--- src/rtl/popcount_rr_scheduler.sv ---
// popcount_rr_scheduler
// Round-robin front end that shares one bit_population_counter pipeline
// between NUM_REQ requesters. A registered issue stage feeds the pipeline,
// an in-order tag FIFO remembers which requester owns each word in flight,
// and a registered result stage pairs every returning count with its tag.
// Optional build macro: POPCOUNT_RR_SCHEDULER_ERR_EN adds a sticky err_o
// that flags a pipeline result arriving while no word is outstanding.

module popcount_rr_scheduler #(
  parameter int NUM_REQ         = 4,
  parameter int WIDTH           = 32,
  parameter int MAX_OUTSTANDING = 8,
  localparam int CW  = $clog2(WIDTH) + 1,
  localparam int IDW = (NUM_REQ > 1) ? $clog2(NUM_REQ) : 1
) (
  input  logic                     clk_i,
  input  logic                     srst_n_i,
  input  logic [NUM_REQ*WIDTH-1:0] req_data_i,
  input  logic [NUM_REQ-1:0]       req_val_i,
  output logic [NUM_REQ-1:0]       req_ready_o,
  output logic [WIDTH-1:0]         pc_data_o,
  output logic                     pc_data_val_o,
  input  logic [CW-1:0]            pc_data_i,
  input  logic                     pc_data_val_i,
  output logic [CW-1:0]            res_data_o,
  output logic [IDW-1:0]           res_id_o,
  output logic                     res_val_o,
`ifdef POPCOUNT_RR_SCHEDULER_ERR_EN
  output logic                     err_o,
`endif
  output logic                     busy_o
);

  // Tag FIFO pointer width, outstanding counter width (must hold the value
  // MAX_OUTSTANDING itself) and a one-bit-wider index for the wrap search.
  localparam int             PW       = (MAX_OUTSTANDING > 1) ? $clog2(MAX_OUTSTANDING) : 1;
  localparam int             OCW      = $clog2(MAX_OUTSTANDING + 1);
  localparam int             IDW1     = IDW + 1;
  localparam logic [OCW-1:0] MAX_CNT  = OCW'(MAX_OUTSTANDING);
  localparam logic [IDW:0]   NREQ_EXT = IDW1'(NUM_REQ);
  localparam logic [IDW-1:0] PTR_INIT = IDW'(NUM_REQ - 1);

  // Arbitration
  logic [IDW-1:0]   rrPtr_q;
  logic [IDW-1:0]   rrPtr_d;
  logic [IDW:0]     candIdx;
  logic             grantFound;
  logic [IDW-1:0]   grantIdx;
  logic             canIssue;
  logic             grant;
  logic [WIDTH-1:0] grantWord;

  // Issue stage
  logic [WIDTH-1:0] pcData_q;
  logic [WIDTH-1:0] pcData_d;
  logic             pcDataVal_q;
  logic             pcDataVal_d;

  // Tag FIFO and outstanding bookkeeping
  logic [IDW-1:0]   tagMem_q [MAX_OUTSTANDING];
  logic [PW-1:0]    wrPtr_q;
  logic [PW-1:0]    wrPtr_d;
  logic [PW-1:0]    rdPtr_q;
  logic [PW-1:0]    rdPtr_d;
  logic [OCW-1:0]   outstanding_q;
  logic [OCW-1:0]   outstanding_d;
  logic             fifoEmpty;
  logic             pop;

  // Result stage
  logic [CW-1:0]    resData_q;
  logic [CW-1:0]    resData_d;
  logic [IDW-1:0]   resId_q;
  logic [IDW-1:0]   resId_d;
  logic             resVal_q;
  logic             resVal_d;

`ifdef POPCOUNT_RR_SCHEDULER_ERR_EN
  logic             errFlag_q;
  logic             errFlag_d;
`endif

  // Outstanding count already includes the word sitting in the issue stage,
  // so a full FIFO blocks new grants even if a result pops this same cycle.
  assign canIssue  = (outstanding_q < MAX_CNT);
  assign fifoEmpty = (outstanding_q == '0);
  assign pop       = pc_data_val_i && !fifoEmpty;
  assign grant     = srst_n_i && canIssue && grantFound;
  assign grantWord = req_data_i[grantIdx*WIDTH +: WIDTH];

  // Round-robin search starting one past the last winner, wrapping modulo NUM_REQ
  always_comb begin
    grantFound = 1'b0;
    grantIdx   = '0;
    candIdx    = '0;
    for (int i = 1; i <= NUM_REQ; i++) begin
      candIdx = {1'b0, rrPtr_q} + IDW1'(i);
      if (candIdx >= NREQ_EXT) begin
        candIdx = candIdx - NREQ_EXT;
      end
      if (!grantFound && req_val_i[candIdx[IDW-1:0]]) begin
        grantFound = 1'b1;
        grantIdx   = candIdx[IDW-1:0];
      end
    end
  end

  // Ready is one-hot on the winner, or all zero when nothing may issue
  always_comb begin
    req_ready_o = '0;
    if (grant) begin
      req_ready_o[grantIdx] = 1'b1;
    end
  end

  // Next-state for pointer, issue stage and FIFO pointers
  always_comb begin
    rrPtr_d     = rrPtr_q;
    pcData_d    = pcData_q;
    pcDataVal_d = grant;
    wrPtr_d     = wrPtr_q;
    rdPtr_d     = rdPtr_q;
    if (grant) begin
      rrPtr_d  = grantIdx;
      pcData_d = grantWord;
      wrPtr_d  = wrPtr_q + PW'(1);
    end
    if (pop) begin
      rdPtr_d = rdPtr_q + PW'(1);
    end
  end

  // Outstanding counter: simultaneous grant and pop cancel out; an orphan
  // result on an empty FIFO never decrements, so the counter cannot wrap
  always_comb begin
    outstanding_d = outstanding_q;
    if (grant && !pop) begin
      outstanding_d = outstanding_q + OCW'(1);
    end else if (!grant && pop) begin
      outstanding_d = outstanding_q - OCW'(1);
    end
  end

  // Result stage pairs the count with the oldest tag; orphans are dropped
  always_comb begin
    resVal_d  = pop;
    resData_d = resData_q;
    resId_d   = resId_q;
    if (pop) begin
      resData_d = pc_data_i;
      resId_d   = tagMem_q[rdPtr_q];
    end
  end

`ifdef POPCOUNT_RR_SCHEDULER_ERR_EN
  // Sticky flag for a result that arrives with nothing outstanding
  always_comb begin
    errFlag_d = errFlag_q | (pc_data_val_i && fifoEmpty);
  end
`endif

  // Tag storage needs no reset: occupancy is tracked by the pointers and counter
  always_ff @(posedge clk_i) begin
    if (grant) begin
      tagMem_q[wrPtr_q] <= grantIdx;
    end
  end

  // Control and datapath registers with synchronous active-low reset
  always_ff @(posedge clk_i) begin
    if (!srst_n_i) begin
      rrPtr_q       <= PTR_INIT;
      pcData_q      <= '0;
      pcDataVal_q   <= 1'b0;
      wrPtr_q       <= '0;
      rdPtr_q       <= '0;
      outstanding_q <= '0;
      resData_q     <= '0;
      resId_q       <= '0;
      resVal_q      <= 1'b0;
    end else begin
      rrPtr_q       <= rrPtr_d;
      pcData_q      <= pcData_d;
      pcDataVal_q   <= pcDataVal_d;
      wrPtr_q       <= wrPtr_d;
      rdPtr_q       <= rdPtr_d;
      outstanding_q <= outstanding_d;
      resData_q     <= resData_d;
      resId_q       <= resId_d;
      resVal_q      <= resVal_d;
    end
  end

`ifdef POPCOUNT_RR_SCHEDULER_ERR_EN
  // Error flag clears only on reset
  always_ff @(posedge clk_i) begin
    if (!srst_n_i) begin
      errFlag_q <= 1'b0;
    end else begin
      errFlag_q <= errFlag_d;
    end
  end

  assign err_o = errFlag_q;
`endif

  assign pc_data_o     = pcData_q;
  assign pc_data_val_o = pcDataVal_q;
  assign res_data_o    = resData_q;
  assign res_id_o      = resId_q;
  assign res_val_o     = resVal_q;
  assign busy_o        = !fifoEmpty;

endmodule

--- config.mk ---
export PLATFORM = sky130hd
export DESIGN_NAME = popcount_rr_scheduler
export DESIGN_NICKNAME = d
export VERILOG_FILES = /design/src/rtl/popcount_rr_scheduler.sv
export SDC_FILE = /design/constraint.sdc
export NUM_CORES = 1
export LEC_CHECK = 0
export BUFFER_PORTS_ARGS = -buffer_cell sky130_fd_sc_hd__buf_2
export CAP_MARGIN = 15
export CORE_ASPECT_RATIO = 1.5
export CORE_MARGIN = 2
export CORE_UTILIZATION = 50
export DETAILED_ROUTE_END_ITERATION = 10
export PLACE_DENSITY = 0.86
export SYNTH_ARGS = -nofsm -noshare
export SYNTH_HDL_FRONTEND = slang
export SYNTH_SLANG_ARGS = --single-unit
export TNS_END_PERCENT = 10
--- constraint.sdc ---
create_clock -name clk_i -period 4.6 [get_ports clk_i]
set_input_delay 0.23 -clock clk_i [delete_from_list [all_inputs] [get_ports clk_i]]
set_output_delay 0.23 -clock clk_i [all_outputs]
set_load 0.01 [all_outputs]
==> results.sh <==
export IMPL_seq_area_frac_synth_pct=40.3
export IMPL_maxCapViolCount=0
export IMPL_dieArea_sq_mm=0.00848
export IMPL_cts_inserted_buffers=9
export IMPL_ant_nets=0
export IMPL_tns_ns=0
export IMPL_area_growth_pct=31.9
export IMPL_htreeDepth=3
export IMPL_netlist_instances=378
export IMPL_rsz0062_at_grt="no"
export IMPL_drive_gt1_share_pct=44.5
export IMPL_cts_setup_buffers=0
export IMPL_crit_start="rrPtr_q[0]$_SDFFE_PN1P_"
export IMPL_grt_pass1_wl_microns=17000
export IMPL_ios=188
export IMPL_synth_seq_cells=70
export IMPL_coreArea_sq_mm=0.00756
export IMPL_port_buffers=187
export IMPL_cp_max_fo=26
export IMPL_cts_resized=0
export IMPL_yosys_top_cells_count="dfxtp_1 (54), mux2i_1 (35), a211oi_1 (24), a21oi_1 (24), nand2_1 (24)"
export IMPL_clk_pin_slew_worst_paths_ns=0.06
export IMPL_async_flop_share_pct=0
export IMPL_worst_pin_slew_ns=1.12
export IMPL_synth_most_common_cell="dfxtp_1"
export IMPL_max_slew_margin_pct=25.2
export IMPL_power_total_w=0.00294
export IMPL_ys_flop_type="dfxtp_1"
export IMPL_grt_overflow=0
export IMPL_dpl_hpwl_microns=8230
export IMPL_setup_viol=0
export IMPL_p_leak_nw=2.31
export IMPL_nNetsFinal=692
export IMPL_clockBufferDepth=2
export IMPL_crit_path_end_kind="output port"
export IMPL_fill_cells=609
export IMPL_crit_chain="nand2b_1, a311o_1, or2_1, nor2_1, buf_2"
export IMPL_hold_class="input pin to flop"
export IMPL_power_per_cell_area_mw_per_mm2=575
export IMPL_die_h_microns=112
export IMPL_crit_required_ns=4.37
export IMPL_regArea_sq_mm=0.00156
export IMPL_crit_path_top_delay_cell="or2_1"
export IMPL_wire_per_inst_microns=16.8
export IMPL_min_from="pc_data_i[3]"
export IMPL_grt_pass1_vias=3714
export IMPL_worstPathArrival_ns=2.86
export IMPL_status="finished, final reports clean"
export IMPL_multi_input_area_sq_mm=0.00209
export IMPL_netlist_area_sq_mm=0.00387
export IMPL_reg2reg_from="outstanding_q[0]$_SDFFE_PN0P_"
export IMPL_drc_errors=0
export IMPL_ys_types=43
export IMPL_initial_core_util_pct=51.2
export IMPL_grt_max_degree=50
export IMPL_diodes=0
export IMPL_dp_cells=636
export IMPL_syn_num_nets=525
export IMPL_cts_hold_buffers_added=0
export IMPL_fmax_mhz=324
export IMPL_vdd_drop_max_uv=409
export IMPL_synthTopCellsByArea="dfxtp_1 (28%), edfxtp_1 (12%), mux2i_1 (9.0%), a211oi_2 (5.8%), and4_1 (4.7%)"
export IMPL_globalplace_congestion=0.843
export IMPL_clockRootBuffer="clkbuf_16"
export IMPL_ys_warn_count=0
export IMPL_antenna_found_initial=0
export IMPL_vias=3720
export IMPL_clock_latency_ns=0.32
export IMPL_min_period_ns=3.09
export IMPL_drt_total_wl_microns=11000
export IMPL_gr_usage_all_layers_pct=26.2
export IMPL_finClkSkew_ns=0.00686
export IMPL_cts_sinks=70
export IMPL_dr_pass1_iters=4
export IMPL_hold_violations=0
export IMPL_finalCritPeriodShare_pct=67.1
export IMPL_routed_via_density=5.71
export IMPL_synth_top_area_share_pct=27.9
export IMPL_drt_iter0_markers=127
export IMPL_instances_no_fill=652
export IMPL_path_class="flop to output port"
export IMPL_cts_tree="built"
export IMPL_die_w_microns=75.9
export IMPL_crit_path_start_kind="flop"
export IMPL_cpPeakStageDelay_ns=0.95
export IMPL_rows=39
export IMPL_yosys_area_top_type="dfxtp_1"
export IMPL_synth_edf_count=16
export IMPL_synth_area_per_cell_sq_um=10.3
export IMPL_drv_slew=0
## state kept, by name (all words and copies together) (netlist names)
register / cells
outstanding_q: 4
pc_data_o: 32
pc_data_val_o: 1
rdPtr_q: 3
res_data_o: 6
res_id_o: 2
res_val_o: 1
rrPtr_q: 2
tagMem_q: 16
wrPtr_q: 3
## report_power, final
part	switching [W]	leakage, nW	total, W	internal, W
logic	0.000679	1.56	0.00122	0.000544
clock network	0.000267	0.152	0.000743	0.000476
registers	0.000136	0.596	0.000974	0.000838
## layout make-up
cell class	count	area share (%)
multi-input combinational	264	40.9
sequential	70	30.6
timing repair buffer	193	19.2
clock buffer	9	4.41
tap	102	2.50
clock inverter	7	1.91
inverter	7	0.514
## cells by family (layout without fill, tap and decap cells)
family | count (synthesis) | in the layout | synth area share (%)
AO/OA/AOI/OAI | 95 | 95 | 19.9
XOR/XNOR | 7 | 7 | 1.58
adder cells (fa/ha/maj) | 6 | 6 | 2.13
buffers and inverters | 44 | 216 | 5.78
flip-flops | 70 | 70 | 40.3
multiplexers | 50 | 50 | 14.6
AND/OR/NAND/NOR | 106 | 106 | 15.8
## metrics by stage
step / utilization (%) / area, sq um / hold slack, ns / setup slack (ns)
final: 67.6 / 5110 / 0.152 / 1.51
after global routing: 67.6 / 5110 / 0.156 / 1.28
after CTS: 67.6 / 5110 / 0.144 / 1.49
after detailed placement: 63.3 / 4790 / 0.453 / 1.69
after global placement: 63.3 / 4790 / 0.446 / 1.86
after floorplan: - / 3870 / 0.375 / 2.04
## cell usage in the layout, fill, tap and decap left out, types with 3 or more instances in the layout
cell type,synthesis,layout
ha_1,5,5
nor2_1,10,10
mux4_2,4,4
mux2i_1,35,35
a221o_1,11,11
nand3_1,23,23
and4_1,21,21
inv_2,3,3
buf_4,4,6
dfxtp_1,54,54
a21oi_1,24,24
edfxtp_1,16,16
inv_1,4,4
a21boi_0,7,7
nand2b_1,3,3
a21o_1,3,3
a211oi_1,24,24
nand2_1,24,24
nor3b_1,4,4
clkbuf_16,0,9
buf_2,5,187
nor2b_1,4,4
mux2_2,10,10
and2_1,7,7
a211oi_2,18,18
xnor2_1,6,6
## metal layers
metal / track usage [%] / vias to the layer above / wire, microns
li1: - / 1768 / -
met1: 27.1 / 1747 / 3900
met2: 46.9 / 172 / 6030
met3: 6.43 / 33 / 643
met4: 12.6 / 0 / 382
met5: 0 / - / 0
## worst paths after layout
kind	to	slack (ns)	cells after the start
max reg2reg	outstanding_q[3]$_SDFFE_PN0P_	1.67	11
max	req_ready_o[2]	1.51	5
min	res_data_o[3]$_SDFFE_PN0P_	0.15	3
min reg2reg	res_data_o[0]$_SDFFE_PN0P_	0.46	2
## worst max-delay path, delay by kind of cell (launching register included)
kind            cells  cell delay (ns)
compound gates      1             0.79
buf+inv             1             0.18
flops               1             0.37
simple gates        3             1.18
No activity file was read; power rests on OpenSTA's default activity.
